### src/rtl/risc8_run_pkg.sv
// rtl/risc8_run_pkg.sv - shared state encodings and helpers for the risc8 run-control sequencer
package risc8_run_pkg;

    // State codes, also used by the debug interface for status reads
    localparam logic [1:0] ST_HOLD = 2'd0;
    localparam logic [1:0] ST_RUN  = 2'd1;
    localparam logic [1:0] ST_HALT = 2'd2;
    localparam logic [1:0] ST_STEP = 2'd3;

    typedef enum logic [1:0] {
        S_HOLD = ST_HOLD,
        S_RUN  = ST_RUN,
        S_HALT = ST_HALT,
        S_STEP = ST_STEP
    } run_state_t;

    // Counter width able to hold 0..n-1, never less than one bit
    function automatic int cnt_width(input int n);
        return (n > 1) ? $clog2(n) : 1;
    endfunction

endpackage

### src/rtl/risc8_run_ctrl_if.sv
// rtl/risc8_run_ctrl_if.sv - request/status bundle between a debug host and the run-control sequencer
interface risc8_run_ctrl_if;

    logic       halt_req;
    logic       run_req;
    logic       step_req;
    logic       rst_req;
    logic       cpu_ce;
    logic       cpu_reset;
    logic       halted;
    logic [1:0] state;

    // Host side: issues requests, observes core enable/reset and status
    modport master (
        output halt_req, run_req, step_req, rst_req,
        input  cpu_ce, cpu_reset, halted, state
    );

    // Sequencer side
    modport slave (
        input  halt_req, run_req, step_req, rst_req,
        output cpu_ce, cpu_reset, halted, state
    );

endinterface

### src/rtl/risc8_run_ctrl_prescaler.sv
// rtl/risc8_run_ctrl_prescaler.sv - free-running 0..DIV-1 prescaler with boundary strobe and sync clear
module risc8_prescaler #(
    parameter  int DIV = 8,
    localparam int W   = $clog2(DIV)
) (
    input  logic clk,
    input  logic reset,
    input  logic clear,
    output logic boundary
);

    logic [W-1:0] count;

    assign boundary = (count == W'(DIV - 1));

    // Count up and wrap at DIV-1; clear wins so the sequencer can restart the phase
    always_ff @(posedge clk or negedge reset) begin
        if (!reset) begin
            count <= '0;
        end else if (clear || boundary) begin
            count <= '0;
        end else begin
            count <= count + 1'b1;
        end
    end

endmodule

### src/rtl/risc8_run_ctrl.sv
// rtl/risc8_run_ctrl.sv - run-control sequencer: core clock enable, reset hold, halt/resume/single-step
module risc8_run_ctrl
    import risc8_run_pkg::*;
#(
    parameter int DIV          = 8,
    parameter int RESET_HOLD   = 16,
    parameter bit START_HALTED = 1'b0
) (
    input  logic             clk,
    input  logic             reset,
    risc8_run_ctrl_if.slave  bus
);

    localparam int             HW        = cnt_width(RESET_HOLD);
    localparam logic [HW-1:0]  HOLD_LAST = HW'(RESET_HOLD - 1);

    run_state_t    state_q;
    run_state_t    state_d;
    logic          ce_d;
    logic          cpu_ce_q;
    logic [HW-1:0] hold_cnt;
    logic          step_prev;
    logic          step_edge;
    logic          hold_done;
    logic          pre_clear;
    logic          boundary;

    assign step_edge = bus.step_req & ~step_prev;
    assign hold_done = (hold_cnt == HOLD_LAST);

    // The prescaler sits at zero through the hold so the first enable lands DIV cycles after release
    assign pre_clear = (state_q == S_HOLD) | bus.rst_req;

    risc8_prescaler #(
        .DIV (DIV)
    ) u_prescaler (
        .clk      (clk),
        .reset    (reset),
        .clear    (pre_clear),
        .boundary (boundary)
    );

    // State register
    always_ff @(posedge clk or negedge reset) begin
        if (!reset) begin
            state_q <= S_HOLD;
        end else begin
            state_q <= state_d;
        end
    end

    // Next state and enable decision; rst_req beats halt_req beats run_req beats a step edge
    always_comb begin
        state_d = state_q;
        ce_d    = 1'b0;
        if (bus.rst_req) begin
            state_d = S_HOLD;
        end else begin
            case (state_q)
                S_HOLD: begin
                    if (hold_done) begin
                        state_d = START_HALTED ? S_HALT : S_RUN;
                    end
                end
                S_RUN: begin
                    if (boundary) begin
                        if (bus.halt_req) begin
                            state_d = S_HALT;
                        end else begin
                            ce_d = 1'b1;
                        end
                    end
                end
                S_HALT: begin
                    if (!bus.halt_req) begin
                        if (bus.run_req) begin
                            state_d = S_RUN;
                        end else if (step_edge) begin
                            state_d = S_STEP;
                        end
                    end
                end
                S_STEP: begin
                    // halt_req is ignored here: the step always completes
                    if (boundary) begin
                        ce_d    = 1'b1;
                        state_d = S_HALT;
                    end
                end
                default: begin
                    state_d = S_HOLD;
                end
            endcase
        end
    end

    // Hold counter runs only while holding and restarts on every reset request
    always_ff @(posedge clk or negedge reset) begin
        if (!reset) begin
            hold_cnt <= '0;
        end else if (bus.rst_req || (state_q != S_HOLD) || hold_done) begin
            hold_cnt <= '0;
        end else begin
            hold_cnt <= hold_cnt + 1'b1;
        end
    end

    // Registered enable pulse and step-request history
    always_ff @(posedge clk or negedge reset) begin
        if (!reset) begin
            cpu_ce_q  <= 1'b0;
            step_prev <= 1'b0;
        end else begin
            cpu_ce_q  <= ce_d;
            step_prev <= bus.step_req;
        end
    end

    assign bus.cpu_ce    = cpu_ce_q;
    assign bus.cpu_reset = (state_q == S_HOLD);
    assign bus.halted    = (state_q == S_HALT);
    assign bus.state     = state_q;

endmodule
### src/flat_wrapper.sv
// flat-port wrapper written by rule: the top's interface ports become plain ports
module risc8_run_ctrl_flat import risc8_run_pkg::*;
#(
    parameter int DIV          = 8,
    parameter int RESET_HOLD   = 16,
    parameter bit START_HALTED = 1'b0
)
  (clk, reset, bus_halt_req, bus_run_req, bus_step_req, bus_rst_req, bus_cpu_ce, bus_cpu_reset, bus_halted, bus_state);
  risc8_run_ctrl_if bus_i ();
  input  logic clk;
  input  logic reset;
  input wire logic [$bits(bus_i.halt_req)-1:0] bus_halt_req;
  input wire logic [$bits(bus_i.run_req)-1:0] bus_run_req;
  input wire logic [$bits(bus_i.step_req)-1:0] bus_step_req;
  input wire logic [$bits(bus_i.rst_req)-1:0] bus_rst_req;
  output wire logic [$bits(bus_i.cpu_ce)-1:0] bus_cpu_ce;
  output wire logic [$bits(bus_i.cpu_reset)-1:0] bus_cpu_reset;
  output wire logic [$bits(bus_i.halted)-1:0] bus_halted;
  output wire logic [$bits(bus_i.state)-1:0] bus_state;
  assign bus_i.halt_req = bus_halt_req;
  assign bus_i.run_req = bus_run_req;
  assign bus_i.step_req = bus_step_req;
  assign bus_i.rst_req = bus_rst_req;
  assign bus_cpu_ce = bus_i.cpu_ce;
  assign bus_cpu_reset = bus_i.cpu_reset;
  assign bus_halted = bus_i.halted;
  assign bus_state = bus_i.state;
  risc8_run_ctrl #(.DIV(DIV), .RESET_HOLD(RESET_HOLD), .START_HALTED(START_HALTED)) u_core (.clk(clk), .reset(reset), .bus(bus_i));
endmodule
### config.mk
export PLATFORM = sky130hd
export DESIGN_NAME = risc8_run_ctrl_flat
export DESIGN_NICKNAME = d
export VERILOG_FILES = /design/src/rtl/risc8_run_pkg.sv /design/src/rtl/risc8_run_ctrl_if.sv /design/src/rtl/risc8_run_ctrl_prescaler.sv /design/src/rtl/risc8_run_ctrl.sv /design/src/flat_wrapper.sv
export SDC_FILE = /design/constraint.sdc
export NUM_CORES = 1
export LEC_CHECK = 0
export CAP_MARGIN = 15
export CORE_MARGIN = 8
export CORE_UTILIZATION = 43
export CTS_BUF_LIST = sky130_fd_sc_hd__clkbuf_16
export CTS_CLUSTER_SIZE = 30
export DETAILED_ROUTE_END_ITERATION = 12
export PLACE_DENSITY = 0.71
export SKIP_CTS_REPAIR_TIMING = 1
export SLEW_MARGIN = 0
export SYNTH_ARGS = -nofsm -noshare
export SYNTH_HDL_FRONTEND = slang
export SYNTH_SLANG_ARGS = --single-unit
export TNS_END_PERCENT = 30
### constraint.sdc
create_clock -name clk -period 1.55 [get_ports clk]
set_input_delay 0.155 -clock clk [delete_from_list [all_inputs] [get_ports clk]]
set_output_delay 0.155 -clock clk [all_outputs]
set_load 0.02 [all_outputs]
Word-level counts from Yosys, hierarchy flattened
Cells that the tools add are included.

storage, ports and cells
  register bits after elaboration = 11
  bits of input ports = 6

operators by class
  $add $sub $neg = 2
  equality and inequality tests = 11
  muxes and demuxes = 16
  bitwise gates (word level) = 3
  reductions and logical operators = 6

operator list
  cell                                                 number
  2-to-1 mux 2 bit                                     8
  != test 3 bit, second input constant                 4
  one-hot mux 2 bit (4 select lines)                   1
  AND reduction 6 bit                                  1
  adder 4 x 1 -> 4 bit, second input constant          1
  equality test 2 bit, second input constant           2
  equality test 4 bit, second input constant           1
  2-to-1 mux 1 bit                                     4
  2-to-1 mux 4 bit                                     1
  != test 4 x 3 -> 1 bit, second input constant        1
  adder 3 x 1 -> 3 bit, second input constant          1
  equality test 3 bit, second input constant           1
  logical OR 1 bit                                     3
  2-to-1 mux 3 bit                                     1
  != test 3 x 2 -> 1 bit, second input constant        1
  equality test 2 x 1 -> 1 bit, second input constant  1
  logical NOT 2 bit                                    1
  one-hot mux 1 bit (2 select lines)                   1
  nonzero test 2 bit                                   1
  AND 1 bit                                            1
  inverter 1 bit                                       1
  bitwise OR 1 bit                                     1

Depth between registers and ports, before layout
Gate-level depths: netlist of the first run.

  depth in word-level cells = 7
  depth in mapped cells = 6
  gate-level depth less buffers = 6

By module
A second synthesis of the first run with hierarchy kept.

unflattened totals
  cells, all modules = 42
  area total of the unflattened synthesis = 486.7 sq um

modules (own cells, without submodules)
  module           instances  cells an instance  area each (sq um)  seq. area each (sq um)
  risc8_run_ctrl   1          34                 366.6              200.2
  risc8_prescaler  1          8                  120.1              75.1

Worst setup path before layout of the first run
OpenSTA, ideal clock, no wires.

  path kind = register -> register
  start point = register u_core.u_prescaler.count[0]
  end point = register u_core.state_q[0] (netlist: u_core.bus.state[0])
  setup time = 125 ps
  data arrival time = 1509 ps
  path slack = -84 ps
  cell stages (with the launch flop) = 7
  path buffers = 0
  clock period less this slack = 1634 ps
  cells stage by stage = dfrtp_1 -> ha_1 -> ha_1 -> nand2_1 -> a22oi_2 -> o311ai_4 -> mux2_4

between the ends
  cells in the longest elaborated chain, start to end = 3
  elaborated cells between the ends (all ways) = 4

RTL lines
  item                                      RTL line                        text
  start: declaration                        risc8_run_ctrl_prescaler.sv:12  logic [W-1:0] count;
  start signal: assignment                  risc8_run_ctrl_prescaler.sv:23  count <= count + 1'b1;
  equality test 3 bit (*)                   risc8_run_ctrl_prescaler.sv:14  assign boundary = (count == W'(DIV - 1));
  != test 3 bit (no source line)            --
  AND reduction 6 bit (no source line) (*)  --
  end signal: assignment                    risc8_run_ctrl.sv:48            state_q <= state_d;
  end: declaration                          risc8_run_ctrl.sv:17            run_state_t state_q;

Mark *: on every way between the ends. The rest lies on a longest branch, timed or not.
A chain may end at the register's enable or synchronous reset.

Worst setup path after layout of the first run
Ends and elaborated chain as after synthesis.

==> results of run 1 <==
[metrics by stage]
stage	hold WS (ns)	cell area (um2)
after global placement	0.424	731
after detailed placement	0.442	731
after global routing	0.307	826
final	0.251	826
after CTS	0.269	811
after floorplan	-0.141	586
[per-layer routing]
| metal | wire [um] | global-route usage [%] | share of wire [%] |
|---|---|---|---|
| met1 | 465 | 9.97 | 42 |
| met2 | 544 | 15.0 | 50 |
| met3 | 46 | 3.69 | 4.2 |
| met4 | 42 | 9.05 | 3.8 |
| met5 | 0 | 0 | 0 |
[cell type report]
class / instances / area, um2
Fill cell: 96 / 443
Clock buffer: 3 / 75.1
Clock inverter: 1 / 5.00
Sequential cell: 11 / 278
Tap cell: 15 / 18.8
Multi-Input combinational cell: 35 / 309
Timing Repair Buffer: 15 / 140
[state kept, by name, summed over array words and instances, names as in the netlist]
register,cells
u_core.u_prescaler.count,3
u_core.bus.state,2
u_core.bus.cpu_ce,1
u_core.hold_cnt,4
u_core.step_prev,1
[layout by cell type, fill, tap and decap left out, types with 2 or more instances in the layout]
cell type        netlist  final
clkdlybuf4s50_1        0      9
dfrtp_1               11      9
nor2_1                 6      6
buf_4                  0      5
and2_1                 3      3
clkbuf_16              0      3
nor3_1                 2      2
nand3_1                2      2
nand2_2                1      2
nor2b_1                2      2
xor2_1                 2      2
mux2_4                 2      2
ha_1                   4      2
ha_4                   0      2
dfrtp_2                0      2
[path summary, 6_finish.rpt]
path / to / slack [ns] / depth (start not counted)
setup / recovery: u_core.bus.state[0] / -0.08 / 6
hold / removal: u_core.u_prescaler.count[1] / 0.25 / 1
setup reg to reg: u_core.bus.state[0] / -0.08 / 6
hold reg to reg: u_core.hold_cnt[0] / 0.45 / 1
max in group asynchronous: u_core.bus.state[0] / 0.94 / 1
min in group clk: u_core.step_prev / 0.39 / 1
[power by group through the flow]
stage,Sequential [mW],Combinational [mW],Clock (mW)
after detailed placement,0.434,0.496,0
after global routing,0.453,0.543,0.493
final,0.439,0.495,0.466
after CTS,0.430,0.499,0.479
after global placement,0.431,0.490,0
after floorplan,0.427,0.311,0
[cell families after synthesis]
| kind of cell | after synthesis | synth area share, % |
|---|---|---|
| mux | 2 | 5.33 |
| flops | 11 | 48.9 |
| simple gates | 25 | 24.9 |
| buf+inv | 1 | 2.00 |
| xor+xnor | 2 | 3.11 |
| compound gates | 2 | 6.89 |
| fa+ha+maj | 4 | 8.89 |
==> impl_results.md, run 1 <==
* CP Class: reg -> reg
* Most common cell in the synthesized netlist: dfrtp_1
* Syn-to-layout area delta at 46.7%
* Outcome: complete, but fails checks
* Clk_lat worst skew at 0.24 ns
* Ys flop type: dfrtp_1
* Overall routing resource usage at 9.75%
* Row count at 13
* CP Cell Sequence: ha_4 > ha_4 > nand2_2 > a22oi_2 > o311ai_4 > mux2_4
* Max VDD drop at 1.02 mV
* RSZ-0062 raised after global routing: yes
* Post-Route Skew at 0.00129 ns
* Combinational power share at 35.4%
* Total Wirelength at 1.10 mm
* Initial antenna violation count at 0
* Vias in the first global route at 449
* Synth Cell Area at 563 um2
* 1st-iter DRT viols at 1
* Routed vias/inst at 4.93
* Largest area contributor in the netlist: dfrtp_1
* Residual DRC count at 0
* Period utilisation layout at 105%
* First-pass GRT wire length at 1.89 mm
* Overall power at 1.40 mW
* H-tree Lvls at 1
* Clock share of power at 33.3%
* Via count at 394
* Non-filler cells, final at 80
* Hold Vio Cnt, Final at 0
* Worst slew pin tran at 0.486 ns
* Post-synth ARST share at 100%
* Synth top area share at 48.9%
* Clk sinks at 11
* Sw frac at 30.6%
* Post-route setup TNS at -0.218 ns
* Sequential-to-total area share from yosys stat at 48.9%
* Fin. max-slew vios at 0
* Final ANT Viol Nets at 0
* Yosys warnings at 0
* Grt ovf at 0
* Post-synth EDFFs at 0
* CTS tree: built
* Slowest cell on crit path: dfrtp_1
* Highest cell delay on the worst timing path at 0.40 ns
* IO Pins at 11
* Max-slew headroom at 67.5%
* Leakage at 0.383 nW
* Clock slew at reported path FFs at 0.04 ns
* Bufs and invs on worst path at 0
* P_int at 0.972 mW
* CP max FO at 2
* Setup WS post-layout at -0.0814 ns
* Required @ worst endpoint at 1.67 ns
* Crit start category: register
* Critical Path Most Common Cell: ha_4
* Hold Crit Class: in -> async
* Post-synth top cells: dfrtp_1 (11), nor2_1 (6), ha_1 (4)
* Layout cells sized above 1 at 33.8%
* Highest clock rate at 613 MHz
* Largest net degree at the start of global routing at 12
* Layout Nets at 76
* Cell variety after synth at 20
* CP delay by family, top: flip-flops
* CP Capture Type: register
* Seq pwr share at 31.3%
* Routability cong. at 0.645
* Die Ht at 52.2 um
* Sw Pwr at 0.428 mW
* Post-synth net total at 57
* Total core area at 1270 um2
* Post-synthesis register bit count at 11
* Avg Cell Area, Syn at 12.0 um2
* DIE WIDTH at 52.2 um
* Finished Core Util at 65.1%
* Drt wl/cell at 13.7 um
* CTS max path bufs at 2
* Number of max-cap violations at 0
* Worst setup slack after placement at -0.104 ns
* Port buffer count at 10
* Worst Setup SP: u_core.u_prescaler.count[0]
* Ant. Diodes at 0
* Failing checks: negative setup slack
* Cells after synthesis at 47
* Top post-synthesis cells by area: dfrtp_1 (49%), ha_1 (8.9%), mux2_4 (5.3%)
* WP data arrival at 1.75 ns
* Placed cell count at 76
* Initial Utilization at 44.4%
* Worst r2r src: u_core.u_prescaler.count[0]
* Die Area at 2720 um2
* Setup violations, final at 3
* HPWL after detailed placement at 817 um
* Minimum clock period at 1.63 ns
* TritonCTS Buffers at 3
* Clock Tree Root: clkbuf_16
* Pre-Repair DR Iteration Count at 3
* PwrDens at 1700 nW/um2
Note: power is estimated with default switching activity, not from simulation.
==> run 2: changes to the inputs <==
--- a/config.mk
+++ b/config.mk
@@ -6,14 +6,14 @@
 export NUM_CORES = 1
 export LEC_CHECK = 0
 export CAP_MARGIN = 15
-export CORE_MARGIN = 8
-export CORE_UTILIZATION = 43
-export CTS_BUF_LIST = sky130_fd_sc_hd__clkbuf_16
+export CORE_AREA = 8 8 45 47
+export CTS_BUF_LIST = sky130_fd_sc_hd__clkbuf_4 sky130_fd_sc_hd__clkbuf_8
 export CTS_CLUSTER_SIZE = 30
 export DETAILED_ROUTE_END_ITERATION = 12
-export PLACE_DENSITY = 0.71
+export DIE_AREA = 0 0 53 55
+export PLACE_DENSITY = 0.7
 export SKIP_CTS_REPAIR_TIMING = 1
-export SLEW_MARGIN = 0
+export SLEW_MARGIN = 25
 export SYNTH_ARGS = -nofsm -noshare
 export SYNTH_HDL_FRONTEND = slang
 export SYNTH_SLANG_ARGS = --single-unit
==> run 2 against run 1 <==
  * The run still ends with negative setup slack left
  * Non-clock buffer count rose by 5
  * Die area is 7.0% higher
  * Worst hold slack worse by 0.050 ns
  * Utilization shrank 6.6 points
  * Setup slack worse by 0.022 ns
  * Combinational power rose by 12%
  * Via count increased by 5.3%
  * Global-route usage about the same
  * Flip-flop and latch count did not move
  * Critical endpoint unchanged
  * Largest power group unchanged
==> impl_results.md, run 2 (same netlist as run 1, synthesis figures left out) <==
* HPWL after detailed placement at 865 um
* Grt ovf at 0
* PwrDens at 1460 nW/um2
* CP max FO at 2
* Most frequent cells in the layout: buf_4 (10), dfrtp_1 (9), clkdlybuf4s50_1 (7)
* RSZ-0062 raised after global routing: yes
* H-tree Lvls at 1
* Max-slew headroom at 67.5%
* Final ANT Viol Nets at 0
* WP data arrival at 1.82 ns
* Initial antenna violation count at 0
* Port buffer count at 10
* Layout cells sized above 1 at 40.0%
* 1st-iter DRT viols at 3
* Ant. Diodes at 0
* Critical Path Most Common Cell: ha_4
* Required @ worst endpoint at 1.71 ns
* Highest cell delay on the worst timing path at 0.41 ns
* Hold Vio Cnt, Final at 0
* CP Cell Sequence: ha_4 > ha_4 > nand2_2 > a22oi_2 > o311ai_4 > mux2_4
* Initial Utilization at 40.7%
* Routed vias/inst at 4.83
* TritonCTS Buffers at 3
* Minimum clock period at 1.65 ns
* Post-Route Skew at 0.00513 ns
* Highest clock rate at 605 MHz
* Die Ht at 55 um
* CTS max path bufs at 2
* Setup WS post-layout at -0.103 ns
* Leakage at 0.405 nW
* Layout Nets at 81
* WHS at 0.202 ns
* Largest net degree at the start of global routing at 12
* Max FFs per register at 4
* Setup violations, final at 2
* Die Area at 2920 um2
* Total Wirelength at 1.16 mm
* Register name with the most flops: u_core.hold_cnt
* Bufs and invs on worst path at 0
* Vias in the first global route at 411
* CP Capture Type: register
* Commonest non-fill, non-tap cell in the layout: buf_4
* Pre-Repair DR Iteration Count at 2
* Via count at 415
* CP Class: reg -> reg
* IO Pins at 11
* Clk sinks at 11
* Worst setup slack after placement at -0.114 ns
* Drt wl/cell at 13.4 um
* Max VDD drop at 0.648 mV
* Reg2Reg Setup Slack at -0.10 ns
* Total core area at 1380 um2
* DIE WIDTH at 53 um
* Syn-to-layout area delta at 43.8%
* Clk_lat worst skew at 0.28 ns
* Number of max-cap violations at 0
* Routability cong. at 0.733
* Slowest cell on crit path: dfrtp_1
* Fin. max-slew vios at 0
* Clock Tree Root: clkbuf_4
* Residual DRC count at 0
* Period utilisation layout at 107%
* Crit start category: register
* Outcome: complete, but fails checks
* First-pass GRT wire length at 1.86 mm
* Clock slew at reported path FFs at 0.08 ns
* CP delay by family, top: compound AO/OA/AOI/OAI gates
* Failing checks: negative setup slack
* Row count at 14
* Finished Core Util at 58.5%
* CTS tree: built
* Overall routing resource usage at 9.70%
* Worst slew pin tran at 0.485 ns
* Hold Crit Class: in -> async
run 2: metrics by stage:
| stage | area, um2 | total power [mW] | setup TNS [ns] | instances |
|---|---|---|---|---|
| after detailed placement | 754 | 0.958 | -0.216 | 80 |
| after floorplan | 586 | 0.738 | -0.102 | 47 |
| after global routing | 810 | 1.27 | -0.311 | 86 |
| after global placement | 754 | 0.940 | -0.145 | 80 |
| after CTS | 782 | 1.17 | -0.915 | 84 |
| final | 810 | 1.18 | -0.197 | 86 |
run 2: final timing paths:
kind	start	end	cells after the start
min in group clk	bus_step_req	u_core.step_prev	1
max in group asynchronous	reset	u_core.bus.state[1]	1
worst max register to register	u_core.u_prescaler.count[0]	u_core.bus.state[0]	6
worst min-delay path	reset	u_core.hold_cnt[3]	1
worst max-delay path	u_core.u_prescaler.count[0]	u_core.bus.state[0]	6
worst min register to register	u_core.hold_cnt[0]	u_core.hold_cnt[0]	1
run 2: worst register-to-register path, delay by kind of cell (launching register included):
| family | cells | cell delay, ns |
|---|---|---|
| compound gates | 2 | 0.41 |
| fa+ha+maj | 2 | 0.33 |
| flops | 1 | 0.41 |
| mux | 1 | 0.34 |
| simple gates | 1 | 0.06 |
run 2: per-layer routing:
metal,GRT usage [%],vias up,part of all wire (%)
met5,0,-,0
met4,9.05,0,2.8
met3,5.35,4,3.9
met2,15.0,5,52
met1,9.03,199,41
li1,-,207,-
run 2: cell type report:
type / count / area, um2
Clock buffer: 3 / 22.5
Clock inverter: 1 / 5.00
Fill cell: 124 / 574
Timing Repair Buffer: 20 / 175
Sequential cell: 11 / 278
Tap cell: 16 / 20.0
Multi-Input combinational cell: 35 / 309
run 2: where the power goes:
part / switching [mW] / leakage [nW] / internal, mW
Clock: 0.107 / 0.0177 / 0.0957
Combinational: 0.253 / 0.243 / 0.300
Sequential: 0.0758 / 0.144 / 0.349
==> run 3: changes to the inputs <==
--- a/config.mk
+++ b/config.mk
@@ -5,7 +5,7 @@
 export SDC_FILE = /design/constraint.sdc
 export NUM_CORES = 1
 export LEC_CHECK = 0
-export CAP_MARGIN = 15
+export CAP_MARGIN = 20
 export CORE_AREA = 8 8 45 47
 export CTS_BUF_LIST = sky130_fd_sc_hd__clkbuf_4 sky130_fd_sc_hd__clkbuf_8
 export CTS_CLUSTER_SIZE = 30
==> results of run 3 <==
The final DEF is identical to that of run 2; final timing and power are the same.
